## src/rtl/oled_seq_top.sv

```systemverilog
// PmodOLED top sequencer: power-up through init, NCH content phases (optionally looped),
// power-down through shutdown on request; owns the single muxed SPI/DC output.
module oled_seq_top #(
  parameter int NCH        = 2,
  parameter int TIMEOUT    = 1_000_000,
  parameter bit AUTO_START = 1'b1,
  parameter bit LOOP       = 1'b0,
  localparam int PW        = (NCH > 1) ? $clog2(NCH) : 1
) (
  input  logic           CLK,
  input  logic           RST,
  input  logic           start,
  input  logic           off_req,
  input  logic           init_fin,
  input  logic           init_sdo,
  input  logic           init_sclk,
  input  logic           init_dc,
  output logic           init_en,
  input  logic [NCH-1:0] ph_fin,
  input  logic [NCH-1:0] ph_sdo,
  input  logic [NCH-1:0] ph_sclk,
  input  logic [NCH-1:0] ph_dc,
  output logic [NCH-1:0] ph_en,
  input  logic           off_fin,
  input  logic           off_sdo,
  input  logic           off_sclk,
  input  logic           off_dc,
  output logic           off_en,
  output logic           SDIN,
  output logic           SCLK,
  output logic           DC,
  output logic           busy,
  output logic           done,
  output logic           err,
  output logic [PW-1:0]  phase,
  output logic [2:0]     dbg_state
);

  localparam int CW = $clog2(TIMEOUT + 1);
  localparam logic [PW-1:0] LAST_PH = PW'(NCH - 1);

  typedef enum logic [2:0] {
    S_IDLE  = 3'd0,
    S_INIT  = 3'd1,
    S_GAP   = 3'd2,
    S_PHASE = 3'd3,
    S_DONE  = 3'd4,
    S_SHUT  = 3'd5,
    S_DARK  = 3'd6
  } state_t;

  state_t        state_q, state_d;
  logic [PW-1:0] ph_q, ph_d;
  logic [PW-1:0] tgt_q, tgt_d;
  logic          tgt_end_q, tgt_end_d;
  logic          pend_q;
  logic          err_q;
  logic [CW-1:0] cnt_q;

  logic blk_fin, blk_sdo, blk_sclk, blk_dc;
  logic timed, timeout_hit, err_set, err_clr;

  // Enable decode and SPI mux: only the enabled block is visible, idle bus is 0/1/0.
  always_comb begin
    init_en  = 1'b0;
    ph_en    = '0;
    off_en   = 1'b0;
    blk_fin  = 1'b0;
    blk_sdo  = 1'b0;
    blk_sclk = 1'b1;
    blk_dc   = 1'b0;
    case (state_q)
      S_INIT: begin
        init_en  = 1'b1;
        blk_fin  = init_fin;
        blk_sdo  = init_sdo;
        blk_sclk = init_sclk;
        blk_dc   = init_dc;
      end
      S_PHASE: begin
        for (int i = 0; i < NCH; i++) begin
          if (ph_q == PW'(i)) begin
            ph_en[i] = 1'b1;
            blk_fin  = ph_fin[i];
            blk_sdo  = ph_sdo[i];
            blk_sclk = ph_sclk[i];
            blk_dc   = ph_dc[i];
          end
        end
      end
      S_SHUT: begin
        off_en   = 1'b1;
        blk_fin  = off_fin;
        blk_sdo  = off_sdo;
        blk_sclk = off_sclk;
        blk_dc   = off_dc;
      end
      default: ;
    endcase
  end

  assign timed       = (state_q == S_INIT) || (state_q == S_PHASE) || (state_q == S_SHUT);
  assign timeout_hit = timed && (cnt_q == CW'(TIMEOUT - 1)) && !blk_fin;

  // Next state; a fin arriving on the timeout cycle takes the normal path.
  always_comb begin
    state_d   = state_q;
    ph_d      = ph_q;
    tgt_d     = tgt_q;
    tgt_end_d = tgt_end_q;
    err_set   = 1'b0;
    err_clr   = 1'b0;
    case (state_q)
      S_IDLE: begin
        if (pend_q)                  state_d = S_DARK;
        else if (AUTO_START || start) state_d = S_INIT;
      end
      S_INIT: begin
        if (blk_fin) begin
          state_d   = S_GAP;
          tgt_d     = '0;
          tgt_end_d = 1'b0;
        end else if (timeout_hit) begin
          state_d = S_SHUT;
          err_set = 1'b1;
        end
      end
      S_PHASE: begin
        if (blk_fin) begin
          state_d = S_GAP;
          if (ph_q == LAST_PH) begin
            tgt_end_d = 1'b1;
          end else begin
            tgt_d     = ph_q + PW'(1);
            tgt_end_d = 1'b0;
          end
        end else if (timeout_hit) begin
          state_d = S_SHUT;
          err_set = 1'b1;
        end
      end
      S_GAP: begin
        if (pend_q) begin
          state_d = S_SHUT;
        end else if (tgt_end_q) begin
          if (LOOP) begin
            state_d = S_PHASE;
            ph_d    = '0;
          end else begin
            state_d = S_DONE;
          end
        end else begin
          state_d = S_PHASE;
          ph_d    = tgt_q;
        end
      end
      S_DONE: begin
        if (pend_q) begin
          state_d = S_SHUT;
        end else if (start) begin
          state_d   = S_GAP;
          tgt_d     = '0;
          tgt_end_d = 1'b0;
        end
      end
      S_SHUT: begin
        if (blk_fin) begin
          state_d = S_DARK;
        end else if (timeout_hit) begin
          state_d = S_DARK;
          err_set = 1'b1;
        end
      end
      S_DARK: begin
        if (start) begin
          state_d = S_INIT;
          err_clr = 1'b1;
        end
      end
      default: state_d = S_IDLE;
    endcase
  end

  always_ff @(posedge CLK) begin
    if (RST) begin
      state_q   <= S_IDLE;
      ph_q      <= '0;
      tgt_q     <= '0;
      tgt_end_q <= 1'b0;
      pend_q    <= 1'b0;
      err_q     <= 1'b0;
      cnt_q     <= '0;
    end else begin
      state_q   <= state_d;
      ph_q      <= ph_d;
      tgt_q     <= tgt_d;
      tgt_end_q <= tgt_end_d;
      if (state_d != state_q)  cnt_q <= '0;
      else if (timed)          cnt_q <= cnt_q + CW'(1);
      // Entering the power-down path consumes the request; otherwise latch new ones.
      if ((state_d != state_q) && ((state_d == S_SHUT) || (state_d == S_DARK)))
        pend_q <= 1'b0;
      else if (off_req && (state_q != S_SHUT) && (state_q != S_DARK))
        pend_q <= 1'b1;
      if (err_set)      err_q <= 1'b1;
      else if (err_clr) err_q <= 1'b0;
    end
  end

  assign SDIN      = blk_sdo;
  assign SCLK      = blk_sclk;
  assign DC        = blk_dc;
  assign busy      = (state_q == S_INIT) || (state_q == S_GAP) ||
                     (state_q == S_PHASE) || (state_q == S_SHUT);
  assign done      = (state_q == S_DONE);
  assign err       = err_q;
  assign phase     = ph_q;
  assign dbg_state = state_q;

endmodule
```

## config.mk

```make
export PLATFORM = sky130hd
export DESIGN_NAME = oled_seq_top
export DESIGN_NICKNAME = d
export VERILOG_FILES = /design/src/rtl/oled_seq_top.sv
export SDC_FILE = /design/constraint.sdc
export NUM_CORES = 1
export LEC_CHECK = 0
export CORE_MARGIN = 10
export CORE_UTILIZATION = 45
export CTS_CLUSTER_DIAMETER = 200
export DETAILED_ROUTE_END_ITERATION = 6
export PLACE_DENSITY = 0.7
export SLEW_MARGIN = 20
export SYNTH_ARGS = -nofsm -noshare
export SYNTH_HDL_FRONTEND = slang
export SYNTH_SLANG_ARGS = --single-unit
```

## constraint.sdc

```tcl
create_clock -name CLK -period 1.8 [get_ports CLK]
set_input_delay 0.36 -clock CLK [delete_from_list [all_inputs] [get_ports CLK]]
set_output_delay 0.36 -clock CLK [all_outputs]
set_load 0.005 [all_outputs]
```

Word-level counts from Yosys, hierarchy flattened
Cells that the tools add are included.
{"block": "word_totals", "ff_bits": 28, "out_inout_bits": 14, "in_bits": 20, "elab_cells": 89}
{"block": "classes", "n_reduce_logical": 22, "bitwise": 2, "n_mux": 39, "eq_ne": 17, "addsub": 2}
{"op": "3-bit two-way mux", "n": 10}
{"op": "1-bit two-way mux", "n": 21}
{"op": "20-bit by 1-bit adder with 20-bit output (second input constant)", "n": 1}
{"op": "20-bit equality test (second input constant)", "n": 1}
{"op": "1-bit one-hot mux with 3 select lines", "n": 6}
{"op": "3-bit one-hot mux with 6 select lines", "n": 1}
{"op": "3-bit equality test (second input constant)", "n": 5}
{"op": "2-bit inequality test (second input constant)", "n": 5}
{"op": "3-bit by 2-bit equality test with 1-bit output (second input constant)", "n": 2}
{"op": "1-bit logical OR", "n": 6}
{"op": "3-bit inequality test (second input constant)", "n": 2}
{"op": "6-bit AND reduction", "n": 1}
{"op": "2-bit OR reduction", "n": 3}
{"op": "1-bit logical AND", "n": 5}
{"op": "5-bit AND reduction", "n": 1}
{"op": "3-bit by 1-bit equality test with 1-bit output (second input constant)", "n": 1}
{"op": "3-bit zero test", "n": 1}
{"op": "3-bit inequality test", "n": 1}
{"op": "3-bit AND reduction", "n": 1}
{"op": "3-bit nonzero test", "n": 1}
{"op": "3-bit OR reduction", "n": 1}
{"op": "2-bit two-way mux", "n": 1}
{"op": "1-bit NOT", "n": 2}
{"op": "2-bit nonzero test", "n": 1}
{"op": "2 further kinds", "n": 2}

Logic depth before layout (Yosys ltp)
Gate-level depths: netlist of run 1.
{"block": "logic_depth", "ltp_word": 12, "mapped_depth": 8, "ltp_nobuf": 6}

Least setup slack after synthesis of run 1
Ideal clock, no wire load.
{"block": "synth_timing", "path_kind": "reg-to-reg", "startpoint": "register cnt_q[12]", "endpoint": "register cnt_q[16]", "required_time_ps": 1683, "stages_incl_launch_ff": 7, "synth_period_minus_slack_ps": 1908, "path_buffers": 1, "arrival_time_ps": 1791, "setup_time_ps": 117, "path_slack_ps": -108, "cell_sequence": "dfxtp_1 > or4b_4 > nor4_4 > a211oi_1 > o211ai_2 > buf_6 > nor3_1"}
{"block": "synth_via", "elab_chain_len": 8, "word_cells_on_any_way": 11, "classes_between": "add/sub (1); eq/ne (2); mux (5); reduce/logical (3)"}
{"element": "start: declaration", "line": "58", "source": "logic [CW-1:0] cnt_q;"}
{"element": "start signal: assignment", "line": "199", "source": "else if (timed) cnt_q <= cnt_q + CW'(1);"}
{"element": "20-bit equality test", "line": "103", "source": "assign timeout_hit = timed && (cnt_q == CW'(TIMEOUT - 1)) && !blk_fin;"}
{"element": "1-bit logical AND (2 in a row)", "line": "103"}
{"element": "3-bit two-way mux (on tied branches)", "line": "169, 123, 137"}
{"element": "3-bit two-way mux (on tied branches)", "line": "167, 129"}
{"element": "3-bit one-hot mux with 6 select lines", "line": "113", "source": "case (state_q)"}
{"element": "3-bit inequality test", "line": "198", "source": "if (state_d != state_q) cnt_q <= '0;"}
{"element": "2-bit OR reduction (no source line)"}
Parallel ways exist; a longest one is shown, timed or not.
A chain may end at the register's enable or synchronous reset.

Final worst setup path of run 1
{"block": "layout_timing", "startpoint": "register cnt_q[15]", "endpoint": "register state_q[1] (netlist: dbg_state[1])"}
{"block": "layout_via", "elab_chain_len": 6, "word_cells_on_any_way": 8, "classes_between": "eq/ne (1); mux (5); reduce/logical (2)"}
{"element": "20-bit equality test (*)", "line": "103"}
{"element": "1-bit logical AND (*) (2 in a row)", "line": "103"}
{"element": "3-bit two-way mux (on tied branches)", "line": "169, 123, 137"}
{"element": "3-bit two-way mux (on tied branches)", "line": "167, 129"}
{"element": "3-bit one-hot mux with 6 select lines (*)", "line": "113"}
{"element": "end signal: assignment", "line": "194", "source": "state_q <= state_d;"}
{"element": "end: declaration", "line": "52", "source": "state_t state_q, state_d;"}
Every way passes the cells marked *; elsewhere a longest branch is shown, timed or not.

==> impl_metrics.csv, run 1 <==
group,metric,value,unit
clock_tree,cts_inserted_buffers,3,
yosys,synth_edf_count,0,
global_routing,overflow,0,
power_and_ir_drop,comb_power_share,61.3,%
place,numPortBuffers,33,
place,dpl.hpwl,3830,µm
power_and_ir_drop,power_leakage,1.10,nW
die,die_h,84.2,µm
timing,skew,11.1,ps
die,ios,34,
clock_tree,insertion_delay,280,ps
worst_setup_path,worst-setup-path-type,"reg -> reg",
job,cap_viol_max_count,0,
yosys,seq_area_frac_synth,30.3,%
die,rows,23,
worst_setup_path,cpPeakStageDelay,550,ps
yosys,async_reset_ff_share,0,%
yosys,synthCells,203,
yosys,ys_ff_latch,28,
route,ant_nets,0,
route,first_pass_iters,5,
layout,layout.cells.non_filler,336,
worst_setup_path,cp-start-kind,"register",
layout,fin_nets,308,
yosys,netlist_area,0.00185,mm²
clock_tree,htree_levels,1,
power_and_ir_drop,p_int,2.06,mW
timing,fmax,499,MHz
clock_tree,cts_max_path_buffers,2,
clock_tree,hold_buffers,0,
power_and_ir_drop,pwr-share-clk,15.0,%
place,dp_cells,322,
global_routing,antenna_found_initial,0,
clock_tree,cts.sinks,28,
die,coreArea,0.00400,mm²
place,place.gp.congestion,0.866,
route,wl_met1,2190,µm
die,dieArea,0.00708,mm²
timing,period_share,111,%
route,routed-wl-met3,318,µm
layout,n_antenna_cell,0,
timing,slew_headroom,70.8,%
power_and_ir_drop,sw_frac_of_total,38.3,%
timing,setup_viol,24,
global_routing,grt_max_degree,21,
yosys,yosys_warnings,0,
route,wire_per_inst,15.3,µm
layout,area_growth,48.2,%
route,drtIter0Drc,173,
global_routing,grt_pass1_vias,1815,
route,top_layer,"met4",
yosys,synth.avg_cell_area,9.12,µm²
yosys,yosys_most_used_dff,"dfxtp_1",
route,vias_per_cell,5.40,
worst_setup_path,crit_chain,"or4b_4 > nor4_4 > buf_6 > buf_6 > a21oi_2 > o31a_1 > nor2b_1",
worst_setup_path,cpMaxStageDelayCell,"or4b_4",
yosys,yosys.cell_types.count,53,
die,start_util,46.3,%
timing,fin_ws,-205,ps
worst_setup_path,crit_path_frequent_cell,"buf_6",
power_and_ir_drop,max-vdd-ir-drop,0.988,mV
clock_tree,cts_tree,"yes",
timing,period_needed,2000,ps
hold_path,min_from,"err$_SDFFE_PP0P_",
global_routing,grt.total_usage,14.0,%
clock_tree,cts-root-buf,"clkbuf_8",
die,fp.dieW,84.2,µm
timing,slew_viol_final,0,
route,wl,5140,µm
worst_setup_path,rr_startpoint,"cnt_q[15]$_SDFFE_PP0N_",
power_and_ir_drop,power.density,1220,mW/mm²
worst_setup_path,required,1970,ps
outcome,status,"finished with violations",
clock_tree,clk_pin_slew,100,ps
power_and_ir_drop,totalPowerFinal,3.34,mW
yosys,syn-num-nets,224,
timing,finalHoldViolations,0,
power_and_ir_drop,power.switching,1.28,mW
worst_setup_path,worst_setup_path_end_kind,"register",
worst_setup_path,cp.arrival,2170,ps
global_routing,grt_pass1_wl,8510,µm
worst_setup_path,startpoint,"cnt_q[15]$_SDFFE_PP0N_",
power_and_ir_drop,seqPwrFrac,23.8,%
worst_setup_path,worstPathMaxFanout,4,
hold_path,hp-class,"reg -> reg",
timing,rsz0062_at_grt,"true",
timing,worstMarginPinSlew,437,ps
route,drc_errors,0,
layout,drive_above_1_share,36.7,%
outcome,violations,"setup timing",
route,vias,1814,
route,route.met2.wl,2580,µm
## final cells by class
| type | instances | area [µm²] |
|---|---|---|
| clock buffer | 3 | 41.3 |
| clock inverter | 1 | 30.0 |
| fill | 328 | 1260 |
| inverter | 9 | 33.8 |
| multi-input combinational | 152 | 1190 |
| sequential | 28 | 576 |
| tap | 50 | 62.6 |
| timing repair buffer | 93 | 807 |
## Yosys cell counts, types with 2 or more instances
master | n | area [µm²]
dfxtp_1 | 28 | 561
nor3_1 | 17 | 85.1
xor2_1 | 14 | 123
nand3_1 | 10 | 50.1
nor2_1 | 10 | 37.5
inv_1 | 9 | 33.8
mux2i_1 | 9 | 90.1
a21oi_1 | 8 | 40.0
nand2_1 | 8 | 30.0
buf_6 | 5 | 56.3
nand4_1 | 5 | 31.3
nor3_2 | 5 | 50.1
xnor2_1 | 5 | 43.8
nand3b_1 | 4 | 30.0
o21ai_0 | 4 | 20.0
a221oi_1 | 3 | 26.3
and3_1 | 3 | 18.8
buf_2 | 3 | 15.0
buf_4 | 3 | 22.5
clkbuf_8 | 3 | 41.3
nand2b_1 | 3 | 18.8
nor2b_1 | 3 | 18.8
o22a_1 | 3 | 26.3
a211oi_1 | 2 | 15.0
a21boi_0 | 2 | 15.0
and3_2 | 2 | 15.0
mux2_2 | 2 | 22.5
nor3b_1 | 2 | 15.0
nor4_4 | 2 | 42.5
o21a_1 | 2 | 15.0
o32ai_1 | 2 | 17.5
## registers in the layout (all words and copies together), names as in the netlist
signal,flops
phase,1
tgt_q,1
dbg_state,3
cnt_q,20
pend_q,1
tgt_end_q,1
err,1
## kinds of logic after synthesis
kind of cell | after synthesis | synth area share [%]
adder cells (fa/ha/maj) | 1 | 0.676
AND/OR/NAND/NOR | 82 | 29.1
multiplexers | 11 | 6.08
flip-flops | 28 | 30.3
XOR/XNOR | 19 | 8.99
buffers and inverters | 23 | 9.12
AO/OA/AOI/OAI | 39 | 15.7
## worst max-delay path, delay by kind of cell, from the launching register on
family,cells,cell delay (ps)
AOI/OAI and AO/OA,2,340
buffers and inverters,2,270
DFF,1,330
and+or+nand+nor,3,960
## per-layer routing
metal,global-route usage [%],vias up
li1,-,911
met1,17.3,851
met2,23.4,46
met3,3.77,6
met4,3.65,0
met5,0,-
## worst paths after layout
path	to	slack [ps]	depth (start not counted)
setup / recovery	dbg_state[1]$_SDFF_PP0_	-200	7
hold / removal	err$_SDFFE_PP0P_	500	2
setup reg to reg	dbg_state[1]$_SDFF_PP0_	-200	7
hold reg to reg	err$_SDFFE_PP0P_	500	2
## cells in the final DEF (no fill, tap or decap), types with 3 or more instances in the layout
cell type / n
buf_4: 53
clkdlybuf4s50_1: 24
dfxtp_1: 22
nor3_1: 15
xor2_1: 14
nand3_1: 10
nor2_1: 9
mux2i_1: 9
inv_1: 8
nand2_1: 7
nor3_2: 7
a21oi_1: 7
nand4_1: 5
xnor2_1: 5
dlygate4sd2_1: 5
nand3b_1: 4
o21ai_0: 4
buf_6: 4
o22a_1: 3
nor2b_1: 3
and3_1: 3
clkbuf_8: 3
dfxtp_2: 3
dfxtp_4: 3
buf_12: 3
## power groups by stage
stage	logic (mW)	clock network [mW]	registers, mW
final	2.05	0.499	0.794
after global routing	2.22	0.535	0.801
after CTS	1.96	0.514	0.785
after detailed placement	1.84	0	0.792
after global placement	1.83	0	0.791
after floorplan	1.16	0	0.743
## per-stage QoR
stage	hold slack, ps	cell area, µm²	TNS, ps	utilization (%)	setup WS [ps]
6_report	496	2740	-3690	68.6	-205
5_1_grt	530	2740	-5610	68.6	-270
4_1_cts	497	2700	-3460	67.6	-184
3_5_place_dp	483	2520	-8480	63.0	-331
3_3_place_gp	480	2520	-7810	63.0	-297
2_1_floorplan	429	1860	-1550	-	-77.1
## repair_timing
action	CTS	global route
setup buffers	8	2
pin swaps	9	2
gates resized for setup	33	16
setup endpoints to repair	37	30
gates cloned	0	0
Note: power is estimated with default switching activity, not from simulation.
==> inputs of run 2 (changes only) <==
--- a/config.mk
+++ b/config.mk
@@ -10,6 +10,7 @@
 export CTS_CLUSTER_DIAMETER = 200
 export DETAILED_ROUTE_END_ITERATION = 6
 export PLACE_DENSITY = 0.7
+export SETUP_SLACK_MARGIN = 0.3
 export SLEW_MARGIN = 20
 export SYNTH_ARGS = -nofsm -noshare
 export SYNTH_HDL_FRONTEND = slang
==> run 2 against run 1 <==
  * The run still ends with setup timing left
  * Hold slack gained 31 ps
  * Die area is the same
  * Power grew 24%
  * First-iteration DRC count is the same
  * Clock skew shrank 5.9 ps
  * Non-clock buffer count grew 17
  * Highest routed layer unchanged
  * Core utilization grew 8.7 points
  * Count of clock-buffer cells in the layout is the same
  * Sequential cell count is the same
  * Fmax shrank 5.6%
  * Sequential power grew 0.5%
  * Final cell count grew 5.1%
==> impl_metrics.csv, run 2 (synthesis results as in run 1) <==
group,metric,value,unit
worst_setup_path,cp.arrival,2300,ps
clock_tree,cts_inserted_buffers,3,
worst_setup_path,worst_setup_path_end_kind,"register",
layout,drive_above_1_share,49.2,%
timing,period_share,118,%
outcome,violations,"setup timing",
global_routing,grt_pass1_vias,2048,
layout,largest_register,"cnt_q",
hold_path,whs_path_depth,2,
layout,mostFrequentLayoutCells,"buf_4, dfxtp_1, buf_6",
die,start_util,46.3,%
power_and_ir_drop,power.density,1340,mW/mm²
die,rows,23,
worst_setup_path,rr_startpoint,"cnt_q[10]$_SDFFE_PP0N_",
route,wire_per_inst,19.6,µm
route,drtIter0Drc,173,
layout,n_antenna_cell,0,
timing,slew_headroom,69.5,%
worst_setup_path,cp-start-kind,"register",
place,preCtsSetupSlack,-287,ps
route,vias,2090,
power_and_ir_drop,max-vdd-ir-drop,0.843,mV
timing,rsz0062_at_grt,"true",
clock_tree,cts_max_path_buffers,2,
timing,worstMarginPinSlew,453,ps
timing,skew,5.27,ps
worst_setup_path,required,1980,ps
die,dieArea,0.00708,mm²
layout,layout.cells.non_filler,353,
clock_tree,insertion_delay,280,ps
global_routing,overflow,0,
timing,period_needed,2120,ps
layout,final_common_cell,"buf_4",
clock_tree,hold_buffers,0,
place,dp_cells,318,
route,vias_per_cell,5.92,
hold_path,hp-class,"reg -> reg",
die,fp.dieW,84.2,µm
route,wl,6910,µm
power_and_ir_drop,power_leakage,1.28,nW
place,numPortBuffers,33,
clock_tree,cts_tree,"yes",
layout,final_area,0.00309,mm²
hold_path,hold-path-endpoint,"err$_SDFFE_PP0P_",
global_routing,grt_max_degree,21,
power_and_ir_drop,totalPowerFinal,4.15,mW
layout,area_growth,67.0,%
global_routing,grt_pass1_wl,10000,µm
die,ios,34,
worst_setup_path,r2r_end,"cnt_q[16]$_SDFFE_PP0N_",
die,coreArea,0.00400,mm²
clock_tree,htree_levels,1,
clock_tree,cts.sinks,28,
timing,fin_ws,-323,ps
worst_setup_path,worstPathMaxFanout,5,
route,ant_nets,0,
worst_setup_path,worst-setup-path-type,"reg -> reg",
clock_tree,clk_pin_slew,100,ps
place,post_dp_cell_area,0.00251,mm²
timing,fmax,471,MHz
layout,fin_nets,325,
outcome,status,"finished with violations",
hold_path,min_from,"err$_SDFFE_PP0P_",
timing,setup_viol,25,
global_routing,grt.total_usage,16.5,%
die,die_h,84.2,µm
place,place.gp.congestion,0.887,
route,drc_errors,0,
job,cap_viol_max_count,0,
global_routing,antenna_found_initial,0,
worst_setup_path,worstRegToRegCells,8,
timing,slew_viol_final,0,
worst_setup_path,reg2reg_slack,-320,ps
clock_tree,cts-root-buf,"clkbuf_8",
layout,largest_register_ffs,20,
timing,hold_slack,526,ps
timing,finalHoldViolations,0,
route,first_pass_iters,4,
place,dpl.hpwl,3860,µm
-- run 2: changes by cell type in the layout (fill, tap and decap cells not counted), moves of 7 or more --
| cell | delta |
|---|---|
| buf_2 | +7 |
| buf_6 | +12 |
| clkdlybuf4s50_1 | -9 |
| nor3_1 | -9 |
| nor3_2 | +8 |
-- run 2: routing by layer --
layer	share of wire (%)	global-route usage [%]	vias to the layer above
met5	0	0	-
met4	2.3	5.78	0
met3	6.3	3.09	19
met2	47	27.5	97
met1	44	20.7	1030
li1	-	-	944
-- run 2: what timing repair did --
action | CTS | global route
setup endpoints to repair | 40 | 38
gates cloned | 0 | 3
pin swaps | 17 | 17
gates resized for setup | 98 | 22
setup buffers | 21 | 7
-- run 2: worst max-delay path by stage --
| stage | start | endpoint | cells past startpoint | slack [ps] |
|---|---|---|---|---|
| after floorplan | cnt_q[7]$_SDFFE_PP0N_ | cnt_q[7]$_SDFFE_PP0N_ | 6 | -80 |
| after global placement | ph_fin[1] | tgt_q$_SDFFE_PP0P_ | 7 | -260 |
| after detailed placement | off_fin | cnt_q[17]$_SDFFE_PP0N_ | 8 | -290 |
| after CTS | cnt_q[15]$_SDFFE_PP0N_ | cnt_q[17]$_SDFFE_PP0N_ | 7 | -200 |
| after global routing | cnt_q[10]$_SDFFE_PP0N_ | cnt_q[16]$_SDFFE_PP0N_ | 8 | -360 |
| final | cnt_q[10]$_SDFFE_PP0N_ | cnt_q[16]$_SDFFE_PP0N_ | 8 | -320 |
-- run 2: layout make-up --
cell class	count	area (µm²)
Multi-Input combinational cell	152	1330
Clock inverter	1	30.0
Fill cell	247	908
Timing Repair Buffer	110	1010
Sequential cell	28	579
Inverter	9	38.8
Clock buffer	3	41.3
Tap cell	50	62.6
-- run 2: where the power goes --
part	internal, mW	leakage [nW]	switching, mW
Clock	0.298	0.0357	0.207
Combinational	1.47	1.01	1.38
Sequential	0.701	0.231	0.0970
-- run 2: through the flow --
step	utilization (%)	setup TNS (ps)
after global routing	77.3	-7870
final	77.3	-6760
after CTS	72.1	-4120
after global placement	62.7	-6210
after floorplan	-	-1540
after detailed placement	62.7	-6690
-- run 2: critical path: stages, from the launching register on --
cell and delay [ps]:
dfxtp_2 340, or4b_4 550, nor4_4 300, buf_6 180
a211oi_2 80, o211ai_2 210, buf_6 160, clkbuf_16 150
nor3_1 50
==> inputs of run 3 (changes only) <==
--- a/config.mk
+++ b/config.mk
@@ -11,7 +11,7 @@
 export DETAILED_ROUTE_END_ITERATION = 6
 export PLACE_DENSITY = 0.7
 export SETUP_SLACK_MARGIN = 0.3
-export SLEW_MARGIN = 20
+export SKIP_CTS_REPAIR_TIMING = 1
 export SYNTH_ARGS = -nofsm -noshare
 export SYNTH_HDL_FRONTEND = slang
 export SYNTH_SLANG_ARGS = --single-unit
==> run 3 against run 2 <==
  * The run still ends with setup timing left
  * Final area down 9.6%
  * Sequential cell count unchanged
  * Die area unchanged
  * Clock skew up 3.3 ps
  * Count of clock-buffer cells in the layout unchanged
  * Final cell count down 5.7%
  * Worst setup slack better by 140 ps
==> impl_metrics.csv, run 3 (synthesis results as in run 1) <==
group,metric,value,unit
outcome,status,"finished with violations",
outcome,violations,"setup timing",
clock_tree,cts.sinks,28,
timing,fin_ws,-186,ps
die,coreArea,0.00400,mm²
worst_setup_path,cp-start-kind,"register",
hold_path,hp-class,"reg -> reg",
timing,skew,8.61,ps
job,cap_viol_max_count,0,
layout,area_growth,50.9,%
layout,largest_register_ffs,20,
route,ant_nets,0,
timing,worstMarginPinSlew,455,ps
layout,multi_input_area,0.00124,mm²
global_routing,grt_pass1_vias,1808,
clock_tree,insertion_delay,280,ps
timing,rsz0062_at_grt,"true",
layout,seq_area,574,µm²
route,first_pass_iters,4,
route,drtIter0Drc,144,
power_and_ir_drop,power.switching,1.37,mW
worst_setup_path,required,1980,ps
worst_setup_path,worst-setup-path-type,"reg -> reg",
place,numPortBuffers,33,
layout,layout.cells.non_filler,333,
die,die_h,84.2,µm
die,rows,23,
global_routing,antenna_found_initial,0,
layout,final_common_cell,"buf_4",
clock_tree,cts_tree,"yes",
timing,period_needed,1990,ps
route,drc_errors,0,
clock_tree,cts_inserted_buffers,3,
layout,postLayoutCoreUtil,69.9,%
layout,largest_register,"cnt_q",
timing,finalHoldViolations,0,
clock_tree,cts_max_path_buffers,2,
power_and_ir_drop,totalPowerFinal,3.51,mW
route,wl,5440,µm
hold_path,whs_path_depth,2,
global_routing,grt_pass1_wl,8620,µm
power_and_ir_drop,power.density,1250,mW/mm²
layout,n_antenna_cell,0,
power_and_ir_drop,seqPwrFrac,22.7,%
layout,fin_nets,305,
worst_setup_path,worst_setup_path_end_kind,"register",
worst_setup_path,worstRegToRegCells,7,
place,dpl.hpwl,3860,µm
power_and_ir_drop,power_leakage,1.16,nW
layout,fillers,305,
place,post_dp_cell_area,0.00251,mm²
route,vias,1815,
die,ios,34,
worst_setup_path,worstPathMaxFanout,20,
layout,final_area,0.00280,mm²
global_routing,overflow,0,
timing,hold_slack,480,ps
timing,period_share,110,%
clock_tree,htree_levels,1,
global_routing,grt_max_degree,21,
die,dieArea,0.00708,mm²
power_and_ir_drop,p_int,2.14,mW
timing,slew_headroom,69.3,%
power_and_ir_drop,sw_frac_of_total,38.9,%
layout,mostFrequentLayoutCells,"buf_4, dfxtp_1, clkdlybuf4s50_1",
die,fp.dieW,84.2,µm
timing,setup_viol,25,
global_routing,grt.total_usage,14.1,%
place,preCtsSetupSlack,-287,ps
power_and_ir_drop,comb_power_share,63.0,%
place,dp_cells,318,
timing,fmax,504,MHz
power_and_ir_drop,max-vdd-ir-drop,0.794,mV
die,start_util,46.3,%
route,wire_per_inst,16.3,µm
timing,setup_tns,-3950,ps
place,place.gp.congestion,0.887,
timing,slew_viol_final,0,
clock_tree,clk_pin_slew,100,ps
route,vias_per_cell,5.45,
clock_tree,cts-root-buf,"clkbuf_8",
layout,drive_above_1_share,39.2,%
worst_setup_path,cp.arrival,2160,ps
power_and_ir_drop,pwr-share-clk,14.3,%
-- run 3: cell types whose count changed in the layout (fill, tap and decap cells not counted), moves of 2 or more --
cell	before	now
clkdlybuf4s50_1	15	20
dfxtp_2	3	5
nor3_1	6	16
a21oi_1	5	7
dfxtp_4	4	2
nor3_2	15	6
buf_6	16	7
dlygate4sd2_1	7	0
a21oi_2	3	1
buf_2	9	7
dlymetal6s2s_1	1	5
buf_4	54	45
nand2_4	2	0
-- run 3: power groups by stage --
stage	registers (mW)	logic, mW	clock network, mW
2_1_floorplan	0.749	1.20	0
3_3_place_gp	0.796	1.84	0
3_5_place_dp	0.795	1.85	0
4_1_cts	0.782	1.88	0.514
5_1_grt	0.808	2.38	0.527
6_report	0.797	2.21	0.501
-- run 3: path summary, 6_finish.rpt --
kind	start	endpoint	slack (ps)
min reg2reg	err$_SDFFE_PP0P_	err$_SDFFE_PP0P_	480
min	err$_SDFFE_PP0P_	err$_SDFFE_PP0P_	480
max	cnt_q[15]$_SDFFE_PP0N_	cnt_q[17]$_SDFFE_PP0N_	-190
max reg2reg	cnt_q[15]$_SDFFE_PP0N_	cnt_q[17]$_SDFFE_PP0N_	-190
-- run 3: critical path, cell delays in order, from the launching register on --
cell and delay, ps:
dfxtp_2 330, or4b_4 560, nor4_4 290, buf_6 160, a211oi_2 70, o211ai_2 200
buf_12 190, nor3_1 80
-- run 3: layer usage --
layer  vias to the layer above  share of wire [%]  global-route usage, %
met5                         -                  0                      0
met4                         0               0.70                   4.26
met3                         4                4.8                   2.80
met2                        41                 48                   22.5
met1                       869                 46                   18.5
li1                        901                  -                      -
-- run 3: final cells by class --
| cell class | count | area share [%] |
|---|---|---|
| Sequential cell | 28 | 20.5 |
| Inverter | 9 | 1.21 |
| Clock inverter | 1 | 1.07 |
| Multi-Input combinational cell | 152 | 44.3 |
| Tap cell | 50 | 2.24 |
| Timing Repair Buffer | 90 | 29.1 |
| Clock buffer | 3 | 1.48 |
